$ cat config.mk
export PLATFORM = sky130hd
export DESIGN_NAME = method_call_sequencer
export DESIGN_NICKNAME = d
export VERILOG_FILES = /design/src/rtl/method_call_sequencer.sv
export SDC_FILE = /design/constraint.sdc
export NUM_CORES = 1
export LEC_CHECK = 0
export ABC_CLOCK_PERIOD_IN_PS = 4900
export BUFFER_PORTS_ARGS = -buffer_cell sky130_fd_sc_hd__buf_2
export CAP_MARGIN = 10
export CELL_PAD_IN_SITES_DETAIL_PLACEMENT = 0
export CELL_PAD_IN_SITES_GLOBAL_PLACEMENT = 2
export CORE_ASPECT_RATIO = 0.5
export CORE_MARGIN = 4
export CORE_UTILIZATION = 40
export CTS_CLUSTER_DIAMETER = 120
export DETAILED_ROUTE_END_ITERATION = 7
export PLACE_DENSITY_LB_ADDON = 0.1
export SLEW_MARGIN = 20
export SYNTH_ARGS = -nofsm -noshare
export SYNTH_HDL_FRONTEND = slang
export SYNTH_SLANG_ARGS = --single-unit
$ cat constraint.sdc
create_clock -name clk -period 4.9 [get_ports clk]
set_input_delay 0.49 -clock clk [delete_from_list [all_inputs] [get_ports clk]]
set_output_delay 0.49 -clock clk [all_outputs]
set_load 0.01 [all_outputs]
$ cat src/rtl/method_call_sequencer.sv
`default_nettype none
// ============================================================================
// Module   : method_call_sequencer
// Purpose  : Issues REPEAT calls to a downstream HLS-style method, after a
//            START_DELAY wait. Each call runs a req/busy handshake. The
//            return value is compared with a latched expected value. The
//            block counts passes and failures, flags timeouts and reports
//            the latency of the latest completed call.
// Revision : 1.0 - initial release
// ----------------------------------------------------------------------------
// Ports
//   clk              in   1          rising-edge clock
//   rst_n            in   1          asynchronous active-low reset
//   i_start          in   1          run start pulse (honoured in IDLE/DONE)
//   i_expect         in   RET_WIDTH  expected return, latched on start
//   o_method_req     out  1          call request (registered)
//   i_method_busy    in   1          downstream busy flag
//   i_method_return  in   RET_WIDTH  downstream return value
//   o_done           out  1          run finished
//   o_pass_count     out  16         calls whose return matched
//   o_fail_count     out  16         calls mismatched or timed out
//   o_timed_out      out  1          sticky: some call in the run timed out
//   o_last_latency   out  32         req rise to busy fall, latest call
// ============================================================================
module method_call_sequencer #(
  parameter int RET_WIDTH   = 32,
  parameter int START_DELAY = 100,
  parameter int TIMEOUT     = 100000,
  parameter int REPEAT      = 4
) (
  input  logic                 clk,
  input  logic                 rst_n,
  input  logic                 i_start,
  input  logic [RET_WIDTH-1:0] i_expect,
  output logic                 o_method_req,
  input  logic                 i_method_busy,
  input  logic [RET_WIDTH-1:0] i_method_return,
  output logic                 o_done,
  output logic [15:0]          o_pass_count,
  output logic [15:0]          o_fail_count,
  output logic                 o_timed_out,
  output logic [31:0]          o_last_latency
);

  localparam logic [31:0] c_START_DELAY = 32'(START_DELAY);
  localparam logic [32:0] c_TIMEOUT     = 33'(TIMEOUT);
  localparam logic [16:0] c_REPEAT      = 17'(REPEAT);

  typedef enum logic [2:0] {
    S_IDLE      = 3'd0,
    S_DELAY     = 3'd1,
    S_REQ       = 3'd2,
    S_WAIT_BUSY = 3'd3,
    S_WAIT_DONE = 3'd4,
    S_CHECK     = 3'd5,
    S_DONE      = 3'd6
  } state_t;

  state_t r_state;
  state_t w_next_state;

  logic [31:0]          r_delay_cnt;
  logic [31:0]          r_lat_cnt;
  logic [31:0]          r_tmo_cnt;
  logic [15:0]          r_call_cnt;
  logic [RET_WIDTH-1:0] r_expect;
  logic [RET_WIDTH-1:0] r_ret;
  logic [15:0]          r_pass;
  logic [15:0]          r_fail;
  logic                 r_timed_out;
  logic [31:0]          r_last_lat;
  logic                 r_req;
  logic                 r_done;

  logic                 w_start_run;
  logic                 w_capture;
  logic                 w_timeout;
  logic                 w_check;
  logic                 w_wait_tmo;
  logic                 w_last_call;
  logic                 w_in_wait;
  logic [31:0]          w_lat_inc;

  // The current wait cycle is counted, so a call times out on its
  // TIMEOUT-th cycle in the wait states.
  assign w_wait_tmo  = ({1'b0, r_tmo_cnt} + 33'd1) >= c_TIMEOUT;
  // The call that finishes now is the REPEAT-th one.
  assign w_last_call = ({1'b0, r_call_cnt} + 17'd1) >= c_REPEAT;
  assign w_in_wait   = (r_state == S_WAIT_BUSY) || (r_state == S_WAIT_DONE);
  // The reported latency includes the cycle in which busy is seen low.
  assign w_lat_inc   = (r_lat_cnt == 32'hFFFF_FFFF) ? r_lat_cnt : r_lat_cnt + 32'd1;

  // --------------------------------------------------------------------------
  // State register
  // --------------------------------------------------------------------------
  always_ff @(posedge clk or negedge rst_n) begin
    if (!rst_n) begin
      r_state <= S_IDLE;
    end else begin
      r_state <= w_next_state;
    end
  end

  // --------------------------------------------------------------------------
  // Next-state and control strobes
  // --------------------------------------------------------------------------
  always_comb begin
    w_next_state = r_state;
    w_start_run  = 1'b0;
    w_capture    = 1'b0;
    w_timeout    = 1'b0;
    w_check      = 1'b0;
    case (r_state)
      S_IDLE, S_DONE: begin
        if (i_start) begin
          w_start_run  = 1'b1;
          w_next_state = S_DELAY;
        end
      end
      S_DELAY: begin
        // A loaded count of 0 or 1 both give a single DELAY cycle.
        if (r_delay_cnt <= 32'd1) begin
          w_next_state = S_REQ;
        end
      end
      S_REQ: begin
        w_next_state = S_WAIT_BUSY;
      end
      S_WAIT_BUSY: begin
        if (w_wait_tmo) begin
          w_timeout    = 1'b1;
          w_next_state = w_last_call ? S_DONE : S_REQ;
        end else if (i_method_busy) begin
          w_next_state = S_WAIT_DONE;
        end
      end
      S_WAIT_DONE: begin
        if (w_wait_tmo) begin
          w_timeout    = 1'b1;
          w_next_state = w_last_call ? S_DONE : S_REQ;
        end else if (!i_method_busy) begin
          w_capture    = 1'b1;
          w_next_state = S_CHECK;
        end
      end
      S_CHECK: begin
        w_check      = 1'b1;
        w_next_state = w_last_call ? S_DONE : S_REQ;
      end
      default: begin
        w_next_state = S_IDLE;
      end
    endcase
  end

  // --------------------------------------------------------------------------
  // Datapath and registered outputs
  // --------------------------------------------------------------------------
  always_ff @(posedge clk or negedge rst_n) begin
    if (!rst_n) begin
      r_delay_cnt <= '0;
      r_lat_cnt   <= '0;
      r_tmo_cnt   <= '0;
      r_call_cnt  <= '0;
      r_expect    <= '0;
      r_ret       <= '0;
      r_pass      <= '0;
      r_fail      <= '0;
      r_timed_out <= 1'b0;
      r_last_lat  <= '0;
      r_req       <= 1'b0;
      r_done      <= 1'b0;
    end else begin
      // Decoding from the next state keeps req and done registered.
      r_req  <= (w_next_state == S_REQ) || (w_next_state == S_WAIT_BUSY);
      r_done <= (w_next_state == S_DONE);

      if (w_start_run) begin
        r_pass      <= '0;
        r_fail      <= '0;
        r_timed_out <= 1'b0;
        r_last_lat  <= '0;
        r_call_cnt  <= '0;
        r_expect    <= i_expect;
        r_delay_cnt <= c_START_DELAY;
      end else if (r_state == S_DELAY && r_delay_cnt != 32'd0) begin
        r_delay_cnt <= r_delay_cnt - 32'd1;
      end

      if (r_state == S_REQ) begin
        r_lat_cnt <= '0;
        r_tmo_cnt <= '0;
      end else if (w_in_wait) begin
        r_lat_cnt <= w_lat_inc;
        if (r_tmo_cnt != 32'hFFFF_FFFF) begin
          r_tmo_cnt <= r_tmo_cnt + 32'd1;
        end
      end

      if (w_capture) begin
        r_ret      <= i_method_return;
        r_last_lat <= w_lat_inc;
      end

      if (w_timeout) begin
        r_timed_out <= 1'b1;
        if (r_fail != 16'hFFFF) r_fail <= r_fail + 16'd1;
      end

      if (w_check) begin
        if (r_ret == r_expect) begin
          if (r_pass != 16'hFFFF) r_pass <= r_pass + 16'd1;
        end else begin
          if (r_fail != 16'hFFFF) r_fail <= r_fail + 16'd1;
        end
      end

      if ((w_timeout || w_check) && r_call_cnt != 16'hFFFF) begin
        r_call_cnt <= r_call_cnt + 16'd1;
      end
    end
  end

  assign o_method_req   = r_req;
  assign o_done         = r_done;
  assign o_pass_count   = r_pass;
  assign o_fail_count   = r_fail;
  assign o_timed_out    = r_timed_out;
  assign o_last_latency = r_last_lat;

endmodule
`default_nettype wire
==> results by group, run 1 <==
Logic synthesis
  – Syn. warnings: 0
  – Mapped Avg Cell Area: 9.11 um2
  – Top post-synthesis cells by count: nand2_1, dfrtp_1, o21ai_0
  – Yosys top cell area share: 47.1%
  – Synthesized cell area: 13100 um2
  – Yosys reg bits: 246
  – Synth area leaders: dfrtp_1, nand2_1, xnor2_1
  – Register area share after synthesis: 47.1%
  – Area leader, netlist: dfrtp_1
  – Ys flop type: dfrtp_1
  – Cell count after synthesis: 1434
  – Unique cell type count in the Yosys netlist: 77
  – Syn Nets: 1511
  – Post-synth EDFFs: 0
  – Ys async rst share: 100%
  – Cell with the most instances after synthesis: nand2_1

Detailed routing
  – Number of DRC markers in iteration 0: 708
  – Drt wl/cell: 16.8 um
  – DR pass1 iterations: 4
  – DRC errors left: 0
  – Routed Antenna Nets: 0
  – Avg Vias per Cell: 5.41
  – Via count: 10781
  – Total Wirelength: 33500 um

Die
  – Initial core utilization: 40.9%
  – Die Y: 136 um
  – Core Box Area: 31900 um2
  – Chip width: 264 um
  – Die area: 35800 um2
  – I/O Pins: 135
  – FP Rows: 46

Worst setup path
  – R2R setup slack: 0.70 ns
  – CP Launch Type: register
  – CP max stage delay: 0.79 ns
  – Crit path cell chain: ha_1 -> nand4_4 -> or4_1 -> nor3_2 -> nand2_1 -> a221oi_1 -> or4b_1 -> nand2_1 -> nand2_1 -> o221ai_1
  – Crit path max-delay family: simple AND/OR/NAND/NOR gates
  – Critical path peak fanout: 25
  – Most common cell on crit path: nand2_1
  – CP arrival: 4.63 ns
  – Worst path bufs/invs: 0
  – R2R cell count: 10
  – Crit Path Class: reg2reg
  – R2r endpoint: r_call_cnt[7]
  – CP Capture Type: register
  – Slowest cell on crit path: or4_1
  – RR Startpoint: r_tmo_cnt[1]
  – Req. time, crit path: 5.34 ns

Placement
  – Post-DP HPWL: 22800 um
  – PortBufs: 134
  – Routability cong.: 0.861

STA
  – Max Slew Vio Count: 0
  – F_max: 0.238 GHz
  – Clock Skews: 0.0123 ns
  – Setup TNS: 0 ns
  – Worst-margin pin slew: 0.912 ns
  – Tmin final: 4.20 ns
  – Unrepaired setup endpoints after global routing: false
  – Final setup vio count: 0
  – Max_slew headroom: 38.3%
  – Final Hold Fails: 0
  – Final Cycle Share: 85.6%

Finish
  – Ratio of cells with drive above 1 in the final layout: 14.5%
  – Final Util: 46.9%
  – Ant diodes: 0
  – NumNets Final: 1620
  – Synth-to-layout area growth: 14.8%

Run status
  – Status: complete, no violations

Global route
  – Gr ovfl total: 0
  – Global-route wire length before repair: 55700 um
  – Initial antenna violation count: 0
  – Total Routing Usage GR: 18.6%
  – Vias in the first global route: 10720
  – Largest net degree at the start of global routing: 122

Clocking
  – CTS root buf: clkbuf_16
  – Cts-stage hold buffer count: 0
  – Clock latency at the later pin of the worst-skew pair: 0.54 ns
  – Cts repair resizes: 0
  – CTS Buffer Depth: 3
  – TritonCTS Buffers: 25
  – Post-CTS Setup Inserts: 0
  – H-tree depth: 1
  – TritonCTS clock tree: yes
  – Clock sink count: 246
  – CTS clk-pin slew, worst paths: 0.07 ns

Power and ir drop
  – Static Leak: 0.00685 uW
  – Worst vdd ir: 223 uV
  – Power per cell area: 453 nW/um2

Job
  – Max Cap Violations: 0

Min path
  – Worst hold path class: in2async
==> how the worst max path moves through the flow <==
stage               depth (start not counted)              to  slack [ns]    startpoint
floorplan                                  12       r_ret[24]        1.52  r_tmo_cnt[0]
global placement                           10   r_call_cnt[7]        0.87  r_tmo_cnt[0]
detailed placement                         10   r_call_cnt[8]        0.71  r_tmo_cnt[0]
CTS                                        10   r_call_cnt[7]        0.69  r_tmo_cnt[1]
global route                               10  r_call_cnt[10]        0.28  r_tmo_cnt[1]
finish                                     10   r_call_cnt[7]        0.70  r_tmo_cnt[1]
==> report_power, final <==
group,switching [uW],internal [uW]
clock,851,1180
sequential,418,2470
combinational,1120,749
total,2390,4400
==> sequential cells by signal, indices dropped and copies added (netlist names) <==
| signal | flops |
|---|---|
| o_done | 1 |
| o_fail_count | 16 |
| o_last_latency | 32 |
| o_method_req | 1 |
| o_pass_count | 16 |
| o_timed_out | 1 |
| r_call_cnt | 16 |
| r_delay_cnt | 32 |
| r_expect | 32 |
| r_lat_cnt | 32 |
| r_ret | 32 |
| r_state | 3 |
| r_tmo_cnt | 32 |
==> cell type report <==
class                   count  area, um2
clock inverters            13        168
well taps                 432        541
inverters                  20       75.1
fillers                  3136      17000
repair buffers            154        843
clock buffers              33        706
multi-input cells        1096       6500
flip-flops and latches    246       6160
==> cells in the final DEF, fill, tap and decap left out, types with 26 or more instances in the layout <==
cell	instances
a21oi_1	49
and3_1	30
buf_2	133
dfrtp_1	246
mux2_1	28
nand2_1	284
nand3_1	47
nand4_1	39
nor2_1	107
nor3_1	26
o21ai_0	117
xnor2_1	71
xor2_1	42
==> kinds of logic (layout without fill, tap and decap cells) <==
group           count (synthesis)  count (layout)  share of synthesized area, %
simple gates                  657             657                          24.4
compound gates                266             266                          12.5
fa+ha+maj                       9               9                         0.862
xor+xnor                      113             113                          7.58
buf+inv                        92             220                          3.33
flops                         246             246                          47.1
mux                            51              51                          4.25
==> per-layer routing <==
metal  track usage [%]  part of all wire [%]  routed length (um)
met5                 0                     0                   0
met2              31.4                    47               15800
met1              26.0                    48               16200
met3              2.79                   3.0                 988
met4              3.42                   1.6                 531
==> per-stage QoR <==
stage / hold WS [ns] / std cells / setup WS, ns / power, uW / area, um2
2_1_floorplan: 0.194 / 1434 / 1.52 / 4160 / 13100
3_3_place_gp: 0.480 / 1948 / 0.871 / 4750 / 14100
3_5_place_dp: 0.484 / 1948 / 0.713 / 4810 / 14100
4_1_cts: 0.0751 / 1994 / 0.693 / 6900 / 15000
5_1_grt: 0.105 / 1994 / 0.280 / 7290 / 15000
6_report: 0.0462 / 1994 / 0.705 / 6790 / 15000
(Power assumes the default switching activity.)
==> run 2: changes to the inputs <==
Settings changed: CAP_MARGIN 10 to 15, CTS_BUF_LIST from default to sky130_fd_sc_hd__clkbuf_16, SETUP_SLACK_MARGIN from default to 0.15.
==> results by group, run 2 (synthesis results as in run 1) <==
Clocking
  – CTS root buf: clkbuf_16
  – Post-CTS Setup Inserts: 0 (unchanged)
  – H-tree depth: 1 (unchanged)
  – TritonCTS Buffers: 25 (unchanged)
  – Cts repair resizes: 0 (unchanged)
  – CTS Buffer Depth: 3 (unchanged)
  – Clock sink count: 246 (unchanged)
  – CTS clk-pin slew, worst paths: 0.07 ns (about the same)
  – TritonCTS clock tree: yes
  – Clock latency at the later pin of the worst-skew pair: 0.54 ns (about the same)
  – Cts-stage hold buffer count: 0 (unchanged)

Worst setup path
  – CP Capture Type: register
  – R2R cell count: 10 (unchanged)
  – R2r endpoint: r_call_cnt[7]
  – CP max stage delay: 0.79 ns (about the same)
  – Req. time, crit path: 5.34 ns (about the same)
  – Worst path bufs/invs: 0 (unchanged)
  – Most common cell on crit path: nand2_1
  – Crit path cell chain: ha_1 -> nand4_4 -> or4_1 -> nor3_2 -> nand2_1 -> a221oi_1 -> or4b_1 -> nand2_1 -> nand2_1 -> o221ai_1
  – Crit path max-delay family: simple AND/OR/NAND/NOR gates
  – CP startpoint: r_tmo_cnt[1]
  – CP Launch Type: register
  – CP arrival: 4.63 ns (about the same)
  – Critical path peak fanout: 25 (unchanged)
  – Crit Path Class: reg2reg
  – RR Startpoint: r_tmo_cnt[1]
  – R2R setup slack: 0.71 ns (about the same)
  – Slowest cell on crit path: or4_1

Die
  – Chip width: 264 um (unchanged)
  – Die area: 35800 um2 (unchanged)
  – Initial core utilization: 40.9% (unchanged)
  – Core Box Area: 31900 um2 (unchanged)
  – FP Rows: 46 (unchanged)
  – Die Y: 136 um (unchanged)
  – I/O Pins: 135 (unchanged)

Detailed routing
  – DRC errors left: 0 (unchanged)
  – Drt wl/cell: 16.8 um (about the same)
  – Via count: 10762 (-0.18%)
  – Met2 wire length: 15700 um (about the same)
  – Metal-1 WL: 16200 um (about the same)
  – Number of DRC markers in iteration 0: 614 (-13%)
  – Top sig layer: met4
  – Routed Antenna Nets: 0 (unchanged)
  – Avg Vias per Cell: 5.40 (-0.18%)
  – WL met3: 995 um (+0.71%)
  – DR pass1 iterations: 5 (+1)
  – Total Wirelength: 33500 um (about the same)

Power and ir drop
  – Worst vdd ir: 222 uV (-0.17%)
  – Power per cell area: 449 nW/um2 (-0.96%)
  – Static Leak: 0.00684 uW (-0.23%)

Placement
  – PortBufs: 134 (unchanged)
  – Routability cong.: 0.861 (unchanged)
  – Post-DP HPWL: 22800 um (unchanged)

Finish
  – # fillers: 3149 (+0.41%)
  – Synth-to-layout area growth: 14.4%
  – Ratio of cells with drive above 1 in the final layout: 14.2% (-0.32 points)
  – NumNets Final: 1620 (unchanged)
  – Reg area: 6160 um2 (unchanged)
  – Most frequent cells in the layout: nand2_1, dfrtp_1, buf_2, o21ai_0, nor2_1
  – Commonest non-fill, non-tap cell in the layout: nand2_1
  – Area of the multi-input gates: 6500 um2 (unchanged)
  – Ant diodes: 0 (unchanged)

Global route
  – Largest net degree at the start of global routing: 122 (unchanged)
  – Total Routing Usage GR: 18.6% (about the same)
  – Initial antenna violation count: 0 (unchanged)
  – Vias in the first global route: 10716 (-0.037%)
  – Gr ovfl total: 0 (unchanged)
  – Global-route wire length before repair: 55700 um (unchanged)

STA
  – Tmin final: 4.19 ns (-0.00385 ns)
  – Setup TNS: 0 ns (unchanged)
  – Max Slew Vio Count: 0 (unchanged)
  – Unrepaired setup endpoints after global routing: false
  – Worst-margin pin slew: 0.915 ns (+0.00267 ns)
  – Hold Slack: 0.0457 ns (-0.000560 ns)
  – Final Cycle Share: 85.5% (about the same)
  – Final Hold Fails: 0 (unchanged)
  – F_max: 0.239 GHz (about the same)
  – Final setup vio count: 0 (unchanged)
  – Clock Skews: 0.0147 ns (+0.00241 ns)
  – Max_slew headroom: 38.1% (-0.18 points)

Min path
  – Worst hold path class: in2async

Job
  – Max Cap Violations: 0 (unchanged)

Run status
  – Status: complete, no violations
## run 2: changes by cell type in the layout (fill, tap and decap cells not counted), sizes merged
cell    delta
clkbuf     -8
clkinv     +5
inv        +3
## run 2: worst max path at each step
| stage | end | slack (ns) | depth (start not counted) |
|---|---|---|---|
| after global routing | r_call_cnt[10] | 0.28 | 10 |
| after CTS | r_call_cnt[7] | 0.69 | 10 |
| after detailed placement | r_call_cnt[8] | 0.71 | 10 |
| final | r_call_cnt[7] | 0.71 | 10 |
| after floorplan | r_ret[24] | 1.52 | 12 |
| after global placement | r_call_cnt[7] | 0.87 | 10 |
## run 2: power breakdown
part	switching (uW)	internal (uW)	total, uW
Sequential	419	2470	2890
Clock	848	1100	1950
Combinational	1120	749	1870
## run 2: worst reg2reg max path: cells and delay by family, from the launching register on
kind / cells / cell delay, ns
and+or+nand+nor: 7 / 2.76
DFF: 1 / 0.44
adders and majority gates: 1 / 0.35
AOI/OAI and AO/OA: 2 / 0.55
## run 2: layer usage
layer,track usage [%],vias to the layer above
met5,0,-
met4,3.45,0
met3,2.79,35
met2,31.4,142
met1,26.0,5297
li1,-,5288
## run 2: cell type report
type / count / share of cell area, %
sequential: 246 / 41.2
clock inverter: 21 / 1.32
timing repair buffer: 154 / 5.64
tap: 432 / 3.62
inverter: 20 / 0.502
clock buffer: 25 / 4.19
multi-input combinational: 1096 / 43.5
## run 2: through the flow
stage	util, %	cells	cell area (um2)	worst slack, ns	total power, uW
floorplan	-	1434	13100	1.52	4160
global placement	44.2	1948	14100	0.871	4750
detailed placement	44.2	1948	14100	0.713	4810
CTS	46.8	1994	14900	0.693	6810
global route	46.8	1994	14900	0.281	7200
finish	46.8	1994	14900	0.709	6710
